$ cat src/rtl/i2s_pkg.sv
// rtl/i2s_pkg.sv - shared I2S frame constants, index type and pad-width helper
package i2s_pkg;

   localparam int FRAME_BITS = 64;
   localparam int SLOT_W_DEF = 32;
   localparam int DATA_W_DEF = 16;

   typedef logic [5:0] frame_idx_t;

   function automatic int pad_width(input int data_w, input int slot_w);
      return slot_w - data_w;
   endfunction

   localparam int PAD_W_DEF = pad_width(DATA_W_DEF, SLOT_W_DEF);

endpackage

$ cat src/rtl/i2s_bclk_gen.sv
// rtl/i2s_bclk_gen.sv - bit clock divider with same-edge fall/rise strobes
module i2s_bclk_gen
   import i2s_pkg::*;
#(
   parameter int CLK_DIV = 4
) (
   input  logic clk,
   input  logic rst,
   output logic bclk,
   output logic fall_stb,
   output logic rise_stb
);

   localparam int DIV_W = (CLK_DIV > 1) ? $clog2(CLK_DIV) : 1;

   logic [DIV_W-1:0] div_cnt;
   logic             wrap;

   assign wrap = (div_cnt == DIV_W'(CLK_DIV - 1));

   // Strobes mark the clk edge on which bclk toggles, so users update in lockstep with it.
   assign fall_stb = wrap & bclk;
   assign rise_stb = wrap & ~bclk;

   always_ff @(posedge clk) begin
      if (rst) begin
         div_cnt <= '0;
         bclk    <= 1'b0;
      end else if (wrap) begin
         div_cnt <= '0;
         bclk    <= ~bclk;
      end else begin
         div_cnt <= div_cnt + DIV_W'(1);
      end
   end

endmodule

$ cat src/rtl/i2s_tx.sv
// rtl/i2s_tx.sv - I2S master transmitter with 1-entry holding register
// Optional I2S_TX_REPEAT_EN: on underrun resend the last transmitted pair instead of zeros.
module i2s_tx
   import i2s_pkg::*;
#(
   parameter int CLK_DIV = 4,
   parameter int DATA_W  = DATA_W_DEF,
   parameter int SLOT_W  = SLOT_W_DEF
) (
   input  logic              clk,
   input  logic              rst,
   input  logic [DATA_W-1:0] in_ldata,
   input  logic [DATA_W-1:0] in_rdata,
   input  logic              in_valid,
   output logic              in_ready,
   output logic              audio_bclk,
   output logic              audio_lrclk,
   output logic              audio_sdata,
   output logic              underrun
);

   localparam int         PAD_W      = pad_width(DATA_W, SLOT_W);
   localparam int         FRAME_W    = 2 * SLOT_W;
   localparam frame_idx_t FRAME_LAST = frame_idx_t'(FRAME_BITS - 1);
   localparam frame_idx_t HALF_FRAME = frame_idx_t'(FRAME_BITS / 2);

   function automatic logic [SLOT_W-1:0] slot_of(input logic [DATA_W-1:0] d);
      return SLOT_W'(d) << PAD_W;
   endfunction

   logic               fall_stb;
   logic               unused_rise_stb;
   frame_idx_t         k;
   frame_idx_t         k_next;
   logic [FRAME_W-1:0] shift;
   logic               hold_full;
   logic [DATA_W-1:0]  hold_l;
   logic [DATA_W-1:0]  hold_r;
   logic               accept;
   logic               load;
`ifdef I2S_TX_REPEAT_EN
   logic [DATA_W-1:0]  last_l;
   logic [DATA_W-1:0]  last_r;
`endif

   i2s_bclk_gen #(
      .CLK_DIV (CLK_DIV)
   ) u_bclk_gen (
      .clk      (clk),
      .rst      (rst),
      .bclk     (audio_bclk),
      .fall_stb (fall_stb),
      .rise_stb (unused_rise_stb)
   );

   assign k_next = k + frame_idx_t'(1);
   assign accept = in_valid && in_ready;
   assign load   = fall_stb && (k == FRAME_LAST);

   always_ff @(posedge clk) begin
      if (rst) begin
         k           <= FRAME_LAST;
         shift       <= '0;
         hold_full   <= 1'b0;
         hold_l      <= '0;
         hold_r      <= '0;
         in_ready    <= 1'b0;
         audio_lrclk <= 1'b0;
         audio_sdata <= 1'b0;
         underrun    <= 1'b0;
`ifdef I2S_TX_REPEAT_EN
         last_l      <= '0;
         last_r      <= '0;
`endif
      end else begin
         underrun <= 1'b0;

         // A pair accepted on a load edge was not visible to that load; it waits a frame.
         if (accept) begin
            hold_full <= 1'b1;
            hold_l    <= in_ldata;
            hold_r    <= in_rdata;
            in_ready  <= 1'b0;
         end else if (load && hold_full) begin
            hold_full <= 1'b0;
            in_ready  <= 1'b1;
         end else begin
            in_ready  <= !hold_full;
         end

         if (fall_stb) begin
            k           <= k_next;
            audio_lrclk <= (k_next >= HALF_FRAME);
            // MSB-first with one bit of delay: the old frame's last bit goes out as the new one loads.
            audio_sdata <= shift[FRAME_W-1];
            if (load) begin
               if (hold_full) begin
                  shift  <= {slot_of(hold_l), slot_of(hold_r)};
`ifdef I2S_TX_REPEAT_EN
                  last_l <= hold_l;
                  last_r <= hold_r;
`endif
               end else begin
                  underrun <= 1'b1;
`ifdef I2S_TX_REPEAT_EN
                  shift    <= {slot_of(last_l), slot_of(last_r)};
`else
                  shift    <= '0;
`endif
               end
            end else begin
               shift <= shift << 1;
            end
         end
      end
   end

endmodule

$ cat config.mk
export PLATFORM = sky130hd
export DESIGN_NAME = i2s_tx
export DESIGN_NICKNAME = d
export VERILOG_FILES = /design/src/rtl/i2s_pkg.sv /design/src/rtl/i2s_bclk_gen.sv /design/src/rtl/i2s_tx.sv
export SDC_FILE = /design/constraint.sdc
export NUM_CORES = 1
export LEC_CHECK = 0
export BUFFER_PORTS_ARGS = -buffer_cell sky130_fd_sc_hd__buf_2
export CAP_MARGIN = 30
export CORE_UTILIZATION = 40
export CTS_BUF_LIST = sky130_fd_sc_hd__clkbuf_8
export DETAILED_ROUTE_END_ITERATION = 10
export SYNTH_ARGS = -nofsm -noshare
export SYNTH_HDL_FRONTEND = slang
export SYNTH_SLANG_ARGS = --single-unit
$ cat constraint.sdc
create_clock -name clk -period 4.11 [get_ports clk]
set_input_delay 0.2055 -clock clk [delete_from_list [all_inputs] [get_ports clk]]
set_output_delay 0.2055 -clock clk [all_outputs]
set_load 0.005 [all_outputs]
# After elaboration in Yosys (flattened, before gate mapping)
# Cells that the tools add are included.
# op_classes
add_sub_neg	2
n_mul	0
n_div	0
magnitude_cmp	1
eq_ne	2
shifts	0
mux	6
bitwise_logic	4
n_reduce_logical	8
# ops
cell	count
two-way mux 64 bit	2
adder 6 x 1 -> 6 bit, second input constant	1
equality test 6 bit, second input constant	1
greater-or-equal comparator 6 bit, second input constant	1
two-way mux 1 bit	4
OR reduction 2 bit	2
logical AND 1 bit	3
inverter 1 bit	3
OR reduction 3 bit	1
adder 2 x 1 -> 2 bit, second input constant	1
equality test 2 bit, second input constant	1
nonzero test 2 bit	1
bitwise AND 1 bit	1
logical NOT 1 bit	1
# word_totals
regBits	110
latchBits	0
ram_bits	0
rom_bits	0
inputBits	35
out_inout_bits	5
elab_cells	34
memories	0

# Logic depth before layout (Yosys ltp)
# Gate-level depths: netlist of the first run.
# depth
word_depth	6
ltp_mapped	8
depth_no_buf	4

# By module
# From an unflattened synthesis of the first run, not the netlist that was laid out.
# unflattened
hier_cells	456
area_unflattened_um2	3950.0
# modules_own_cells
module	instances	cells_per_inst	area_per_inst_um2	seq_area_each_um2
i2s_tx	1	446	3838.7	1821.7
i2s_bclk_gen	1	10	111.4	60.1

# Worst setup path before layout of the first run
# No wires, ideal clock.
# synth_path
path_kind	flip-flop to flip-flop
startpoint	register u_bclk_gen.div_cnt[0]
endpoint	register shift[23]
setup_time_ns	0.120
arrival_time_ns	1.593
required_time_ns	3.990
setup_slack_ns	2.397
stages_incl_launch_ff	9
path_buffers	4
synth_period_minus_slack_ns	1.713
cell_sequence	dfxtp_1 > ha_1 > buf_6 > and4b_4 > buf_6 > and3_4 > buf_6 > buf_6 > a211o_1
# synth_between
elab_chain_cells	4
# synth_lines
element	line	rtl
from (decl)	i2s_bclk_gen.sv:16	logic [DIV_W-1:0] div_cnt;
from (signal assigned)	i2s_bclk_gen.sv:33	div_cnt <= div_cnt + DIV_W'(1);
equality test 2 bit *	i2s_bclk_gen.sv:19	assign wrap = (div_cnt == DIV_W'(CLK_DIV - 1));
bitwise AND 1 bit *	i2s_bclk_gen.sv:22	assign fall_stb = wrap & bclk;
logical AND 1 bit	i2s_tx.sv:58	assign load = fall_stb && (k == FRAME_LAST);
two-way mux 64 bit	i2s_tx.sv:96	if (load) begin
to (signal assigned)	i2s_tx.sv:98	shift <= {slot_of(hold_l), slot_of(hold_r)};
to (signal assigned)	i2s_tx.sv:112	shift <= shift << 1;
to (decl)	i2s_tx.sv:35	logic [FRAME_W-1:0] shift;
# Every way passes the cells marked *; elsewhere a longest branch is shown, timed or not.
# A chain may end at the register's enable or synchronous reset.

# Final worst setup path of the first run
# layout_path
startpoint	register k[0]
endpoint	register shift[17]
# layout_between
elab_chain_cells	3
# layout_lines
element	line	rtl
from (decl)	i2s_tx.sv:33	frame_idx_t k;
from (signal assigned)	i2s_tx.sv:92	k <= k_next;
equality test 6 bit	i2s_tx.sv:58	
logical AND 1 bit	i2s_tx.sv:58	
two-way mux 64 bit	i2s_tx.sv:96	
# Every way passes these cells.

==> insert_results.sql, run 1 <==
INSERT INTO impl_metrics (metric_group, metric, value, unit) VALUES
('worst_setup_path', 'critPathRequiredTime', '4.40', 'ns'),
('pwr', 'share_seq_of_total_power', '55.9', '%'),
('global_routing', 'global_route.usage.total', '17.94', '%'),
('sta', 'timing.final.max_slew_violations', '0', ''),
('pwr', 'clock_power_share', '38.1', '%'),
('yosys', 'synth_top_area_share', '49.04', '%'),
('route', 'routed_wl', '8.432', 'mm'),
('route', 'via_per_inst', '5.329', ''),
('sta', 'timing_worst_slew_pin_value', '0.9743', 'ns'),
('floorplan', 'die_h', '99.95', 'um'),
('worst_hold_path', 'worst_hold_path_type', 'in -> reg', ''),
('route', 'vias', '3192', ''),
('sta', 'clock-skew-final', '0.008428', 'ns'),
('global_routing', 'grt_start_max_net_pins', '60', ''),
('final_layout', 'layout_common_cells', 'dfxtp_1, nand2_1, a21oi_1', ''),
('placed_design', 'detailedPlace.worstSlack', '1.884', 'ns'),
('yosys', 'syn-mean-instance-area', '8.471', 'sq um'),
('global_routing', 'grt_antenna_before_repair', '0', ''),
('yosys', 'synthTopCellsByArea', 'dfxtp_1, nand2_1, a21oi_1, o211ai_1, a211o_1', ''),
('placed_design', 'gp_routability_congestion', '0.7547', ''),
('yosys', 'post_synth_instance_area', '3837', 'sq um'),
('worst_setup_path', 'arrival', '2.50', 'ns'),
('global_routing', 'overflow', '0', ''),
('final_layout', 'areaGrowthSynthToFinish', '13.07', '%'),
('yosys', 'synth.ff_latch_count', '94', ''),
('sta', 'postLayoutSetupSlackWorst', '1.904', 'ns'),
('worst_setup_path', 'reg2regPathDepth', '4', ''),
('pwr', 'comb_power_share', '6.0', '%'),
('pwr', 'power.density', '390.8', 'nW/um^2'),
('pwr', 'vdd.ir_drop.worst', '204.7', 'uV'),
('run', 'maxcap_viol_count', '0', ''),
('final_layout', 'drive_gt1_share', '14.26', '%'),
('yosys', 'ys_types', '36', ''),
('cts', 'post_cts_hold_buffer_count', '0', ''),
('worst_setup_path', 'reg2reg_slack', '1.90', 'ns'),
('sta', 'period_share', '53.67', '%'),
('global_routing', 'grt_first_pass_wirelength', '14.33', 'mm'),
('final_layout', 'num_antenna_cells', '0', ''),
('pwr', 'leakagePower', '1.688', 'nW'),
('yosys', 'synth-edff-count', '0', ''),
('global_routing', 'number_of_global_route_vias_before_repair', '3123', ''),
('cts', 'cts.clk_slew.worst_paths', '0.09', 'ns'),
('sta', 'setup_viol_count_final', '0', ''),
('cts', 'clock_tree.buffer_depth', '2', ''),
('yosys', 'synth-main-ff-cell', 'dfxtp_1', ''),
('route', 'drt_iter0_markers', '128', ''),
('placed_design', 'hpwl_after_detailed_placement', '5.379', 'mm'),
('final_layout', 'finalInstanceArea', '4339', 'sq um'),
('yosys', 'async_set_or_reset_register_ratio_after_synthesis', '0', '%'),
('cts', 'clkLatencyLatePin', '0.35', 'ns'),
('floorplan', 'core_footprint', '9284', 'sq um'),
('cts', 'cts_resized', '0', ''),
('floorplan', 'die_x', '99.95', 'um'),
('route', 'route.antenna.remaining_nets', '0', ''),
('worst_setup_path', 'worstSetupEndpointType', 'flip-flop', ''),
('cts', 'cts.sink_count', '94', ''),
('worst_hold_path', 'hold_start', 'in_ldata[14]', ''),
('worst_hold_path', 'min_delay_worst_endpoint', 'hold_l[14]$_SDFFE_PP0P_', ''),
('worst_setup_path', 'critical_path.reg2reg.endpoint', 'shift[17]$_SDFFE_PP0N_', ''),
('pwr', 'intPower', '1.306', 'mW'),
('final_layout', 'layout.cells.most_common', 'dfxtp_1', ''),
('run_status', 'outcome', 'completed', ''),
('final_layout', 'num-nets-final', '502', ''),
('final_layout', 'fill_cells', '965', ''),
('cts', 'clock_tree_from_tritoncts', 'yes', ''),
('sta', 'final_hold_violating_endpoints', '0', ''),
('route', 'wire_per_inst', '14.08', 'um'),
('sta', 'grt_setup_unrepaired', 'false', ''),
('pwr', 'p_total', '1.696', 'mW'),
('yosys', 'yosys_warnings', '0', ''),
('pwr', 'power_dissipated_by_switching_net_loads', '0.3901', 'mW');
## cells by family (layout without fill, tap and decap cells)
logic type	after synthesis	in the layout	share of synthesized area, %
AND/OR/NAND/NOR	167	167	20.12
XOR/XNOR	3	3	0.6848
flip-flops	94	94	49.04
adder cells (fa/ha/maj)	2	2	0.6520
AO/OA/AOI/OAI	139	139	23.44
buffers and inverters	48	65	6.064
## per-stage QoR
step | instances | hold WS, ns
after detailed placement | 581 | 0.4177
after global routing | 599 | 0.07829
final | 599 | 0.08555
after CTS | 597 | 0.06745
after floorplan | 453 | 0.3415
after global placement | 578 | 0.4107
## worst max-delay path, stage by stage, from the launching register on
cell and delay, ns:
dfxtp_1 0.40, ha_1 0.27, and2_1 0.80, and3_4 0.50, a221o_1 0.18
## how the worst max path moves through the flow
stage	startpoint	end	slack, ns
6_report	k[0]$_SDFFE_PP1N_	shift[17]$_SDFFE_PP0N_	1.90
5_1_grt	k[0]$_SDFFE_PP1N_	shift[49]$_SDFFE_PP0N_	1.71
4_1_cts	u_bclk_gen.div_cnt[0]$_SDFF_PP0_	shift[17]$_SDFFE_PP0N_	1.85
3_5_place_dp	u_bclk_gen.div_cnt[0]$_SDFF_PP0_	shift[17]$_SDFFE_PP0N_	1.88
3_3_place_gp	k[0]$_SDFFE_PP1N_	shift[16]$_SDFFE_PP0N_	1.93
2_1_floorplan	u_bclk_gen.div_cnt[0]$_SDFF_PP0_	shift[23]$_SDFFE_PP0N_	2.40
## power groups by stage
stage                     Sequential, mW  Clock [mW]  Combinational, mW
after floorplan                    0.961           0             0.0676
after global placement             0.969           0             0.0894
after detailed placement           0.969           0              0.102
after CTS                          0.948       0.663              0.102
after global routing               0.951       0.699              0.115
final                              0.948       0.646              0.102
## routing by layer
metal	GRT usage (%)	part of all wire (%)	vias up
met4	6.900	0.78	0
met5	0	0	-
li1	-	-	1630
met2	32.15	50	35
met1	21.71	47	1521
met3	2.507	1.7	6
## sequential cells by signal, summed over array words and instances (netlist names)
signal and count:
audio_lrclk 1, audio_sdata 1, hold_full 1, hold_l 16, hold_r 16, in_ready 1
k 6, shift 48, u_bclk_gen.bclk 1, u_bclk_gen.div_cnt 2, underrun 1
## cells in the mapped netlist (2+ instances only)
cell,count
a211o_1,12
a211oi_1,12
a21oi_1,50
a221o_1,5
a31oi_1,9
and2_1,3
buf_1,4
buf_2,12
buf_6,5
clkbuf_1,25
dfxtp_1,94
ha_1,2
nand2_1,92
nand2b_1,14
nand3_1,13
nand4_1,16
nor2_1,18
o2111a_1,4
o211ai_1,22
o21ai_0,19
o21ai_1,3
or3_1,3
xnor2_1,3
## layout make-up
cell class / instances / area [sq um] / share of cell area [%]
clock buffers: 12 / 165.2 / 3.806
well taps: 129 / 161.4 / 3.720
repair buffers: 47 / 345.3 / 7.958
flip-flops and latches: 94 / 1882 / 43.37
clock inverters: 4 / 53.80 / 1.240
inverters: 2 / 7.507 / 0.1730
multi-input cells: 311 / 1724 / 39.73
No activity file was read; power rests on OpenSTA's default activity.
==> inputs of run 2 (changes only) <==
Settings changed: ABC_AREA set to 1.
Clock period 4.11 ns to 2.2 ns, I/O delays scaled along.
==> insert_results.sql, run 2 <==
INSERT INTO impl_metrics (metric_group, metric, value, unit) VALUES
('run_status', 'outcome', 'completed', ''),
('global_routing', 'grt_first_pass_wirelength', '13.92', 'mm'),
('final_layout', 'drive_gt1_share', '12.77', '%'),
('sta', 'relSlewSlack', '37.16', '%'),
('yosys', 'synthesized_net_count', '554', ''),
('sta', 'fin_setup_tns', '0', 'ns'),
('final_layout', 'seq_area', '1882', 'sq um'),
('sta', 'period_share', '77.36', '%'),
('global_routing', 'overflow', '0', ''),
('yosys', 'synth-main-ff-cell', 'dfxtp_1', ''),
('floorplan', 'std_cell_rows', '35', ''),
('final_layout', 'top_register', 'shift', ''),
('yosys', 'ys_types', '25', ''),
('final_layout', 'flip_flop_count_of_the_largest_register_after_layout', '48', ''),
('pwr', 'power.density', '757.5', 'nW/um^2'),
('sta', 'timing_worst_slew_pin_value', '0.9416', 'ns'),
('floorplan', 'die_x', '99.07', 'um'),
('yosys', 'synthTopCellsByArea', 'dfxtp_1, nand3_1, nand2_1, o21ai_0, nor2_1', ''),
('placed_design', 'hpwl_after_detailed_placement', '4.940', 'mm'),
('placed_design', 'gp_routability_congestion', '0.7718', ''),
('sta', 'final_period_minus_worst_setup_slack', '1.702', 'ns'),
('yosys', 'syn-mean-instance-area', '7.289', 'sq um'),
('pwr', 'leakagePower', '1.920', 'nW'),
('cts', 'cts.sink_count', '94', ''),
('route', 'firstDrtPassIters', '4', ''),
('global_routing', 'number_of_global_route_vias_before_repair', '3149', ''),
('yosys', 'async_set_or_reset_register_ratio_after_synthesis', '0', '%'),
('run', 'maxcap_viol_count', '0', ''),
('final_layout', 'stdcell_count', '659', ''),
('final_layout', 'layout_common_cells', 'nand2_1, dfxtp_1, nand3_1', ''),
('final_layout', 'areaGrowthSynthToFinish', '13.65', '%'),
('worst_hold_path', 'worst_hold_path_type', 'in -> reg', ''),
('global_routing', 'grt_start_max_net_pins', '49', ''),
('yosys', 'synth_sequential_area_ratio', '49.93', '%'),
('route', 'route.antenna.remaining_nets', '0', ''),
('route', 'wire_per_inst', '11.71', 'um'),
('yosys', 'yosys_warnings', '0', ''),
('floorplan', 'die_h', '99.07', 'um'),
('placed_design', 'dp.cells', '641', ''),
('yosys', 'synth-edff-count', '0', ''),
('sta', 'fmaxAchievable', '0.5876', 'GHz'),
('yosys', 'post_synth_instance_area', '3769', 'sq um'),
('worst_setup_path', 'setup.worst_path.class', 'reg -> reg', ''),
('final_layout', 'num-nets-final', '580', ''),
('sta', 'timing.final.max_slew_violations', '0', ''),
('worst_setup_path', 'start_kind', 'flip-flop', ''),
('sta', 'clock-skew-final', '0.007032', 'ns'),
('yosys', 'synth.largest_area_cell', 'dfxtp_1', ''),
('pwr', 'p_total', '3.244', 'mW'),
('global_routing', 'global_route.usage.total', '17.62', '%'),
('cts', 'cts.clk_slew.worst_paths', '0.09', 'ns'),
('worst_setup_path', 'arrival', '2.00', 'ns'),
('yosys', 'most_frequent_cell_after_synthesis', 'nand2_1', ''),
('route', 'drt_iter0_markers', '142', ''),
('pwr', 'vdd.ir_drop.worst', '434.4', 'uV'),
('final_layout', 'num_antenna_cells', '0', ''),
('cts', 'clkLatencyLatePin', '0.35', 'ns'),
('worst_setup_path', 'critPathRequiredTime', '2.50', 'ns'),
('placed_design', 'buffer_ports.inserted', '39', ''),
('sta', 'setup_viol_count_final', '0', ''),
('floorplan', 'design.die.area', '9814', 'sq um'),
('cts', 'clk_root_buffer_cell', 'clkbuf_8', ''),
('final_layout', 'multiInputGateArea', '1578', 'sq um'),
('route', 'vias', '3221', ''),
('final_layout', 'final_core_util', '46.57', '%'),
('route', 'via_per_inst', '4.888', ''),
('yosys', 'synth_top_area_share', '49.93', '%'),
('yosys', 'synthCells', '517', ''),
('final_layout', 'top_flop_regs', 'shift: 48 flops, hold_l: 16 flops, hold_r: 16 flops', ''),
('worst_setup_path', 'path_max_fanout', '48', ''),
('floorplan', 'core_footprint', '9196', 'sq um'),
('sta', 'grt_setup_unrepaired', 'false', ''),
('final_layout', 'layout.cells.most_common', 'nand2_1', ''),
('worst_setup_path', 'worstSetupEndpointType', 'flip-flop', ''),
('global_routing', 'grt_antenna_before_repair', '0', ''),
('cts', 'clock_tree.buffer_depth', '2', ''),
('sta', 'final_hold_violating_endpoints', '0', ''),
('route', 'routed_wl', '7.718', 'mm'),
('yosys', 'ys_top_cells_by_count', 'nand2_1, dfxtp_1, nand3_1', ''),
('cts', 'htree_levels', '3', ''),
('floorplan', 'ios', '40', ''),
('worst_setup_path', 'reg2reg_slack', '0.50', 'ns'),
('cts', 'number_of_buffers_created_by_cts', '9', ''),
('floorplan', 'initial_core_util', '40.98', '%'),
('cts', 'clock_tree_from_tritoncts', 'yes', ''),
('yosys', 'synth.ff_latch_count', '94', ''),
('final_layout', 'fill_cells', '970', ''),
('route', 'drc_errors', '0', '');
==> run 2: cell count changes after synthesis, moves of 12 or more <==
cell      delta
nand3_1     +72
nor2_1      +52
a21oi_1     -46
o21ai_0     +42
inv_1       +36
o211ai_1    -22
nand2_1     +19
nand4_1     -15
nand2b_1    -14
a211o_1     -12
a211oi_1    -12
==> run 2: final cells by class <==
type | instances | share of cell area (%)
timing repair buffer | 50 | 7.479
inverter | 38 | 3.330
tap | 111 | 3.243
multi-input combinational | 350 | 36.84
clock inverter | 6 | 1.957
sequential | 94 | 43.94
clock buffer | 10 | 3.214
==> run 2: power breakdown <==
| part | internal [mW] | switching (mW) |
|---|---|---|
| clock network | 0.670 | 0.583 |
| registers | 1.75 | 0.0283 |
| logic | 0.0815 | 0.128 |
==> run 2: critical path: stages, from the launching register on <==
cell and delay [ns]:
dfxtp_1 0.34, ha_1 0.26, nand2_4 0.12, nor2_4 0.36, nand2_2 0.11, buf_12 0.21, nand2_1 0.07, nand3_1 0.10
nand2_1 0.08
==> run 2: layer usage <==
layer	track usage (%)	up-vias	part of all wire, %
met4	6.787	0	1.6
li1	-	1711	-
met2	30.61	40	46
met3	2.553	10	2.1
met5	0	-	0
met1	22.10	1460	50
==> run 2: stage by stage <==
step | hold slack [ns] | instance area [sq um] | worst slack (ns)
2_1_floorplan | 0.2588 | 3769 | 0.8205
4_1_cts | 0.0008989 | 4283 | 0.4826
5_1_grt | 0.003401 | 4283 | 0.3002
6_report | 0.004562 | 4283 | 0.4981
3_5_place_dp | 0.3587 | 4041 | 0.5161
3_3_place_gp | 0.3549 | 4041 | 0.5684
==> run 2: worst paths after layout <==
check	end	from	depth (start not counted)
worst max register to register	shift[63]$_SDFFE_PP0N_	u_bclk_gen.div_cnt[0]$_SDFF_PP0_	8
worst min register to register	u_bclk_gen.div_cnt[0]$_SDFF_PP0_	u_bclk_gen.div_cnt[0]$_SDFF_PP0_	1
worst max-delay path	shift[63]$_SDFFE_PP0N_	u_bclk_gen.div_cnt[0]$_SDFF_PP0_	8
worst min-delay path	hold_l[8]$_SDFFE_PP0P_	in_ldata[8]	3
==> run 2: timing repair <==
action | 4_1_cts | 5_1_grt
hold buffers | 2 | 0
buffers inserted | 0 | 0
gates resized for setup | 0 | 0
endpoints found under the setup margin | 0 | 0
hold endpoints to repair | 2 | 0
==> run 2: logic make-up after synthesis <==
kind of cell,after synthesis,synth area share [%]
AND/OR/NAND/NOR,276,31.44
buffers and inverters,73,8.200
AO/OA/AOI/OAI,72,9.761
adder cells (fa/ha/maj),2,0.6639
flip-flops,94,49.93
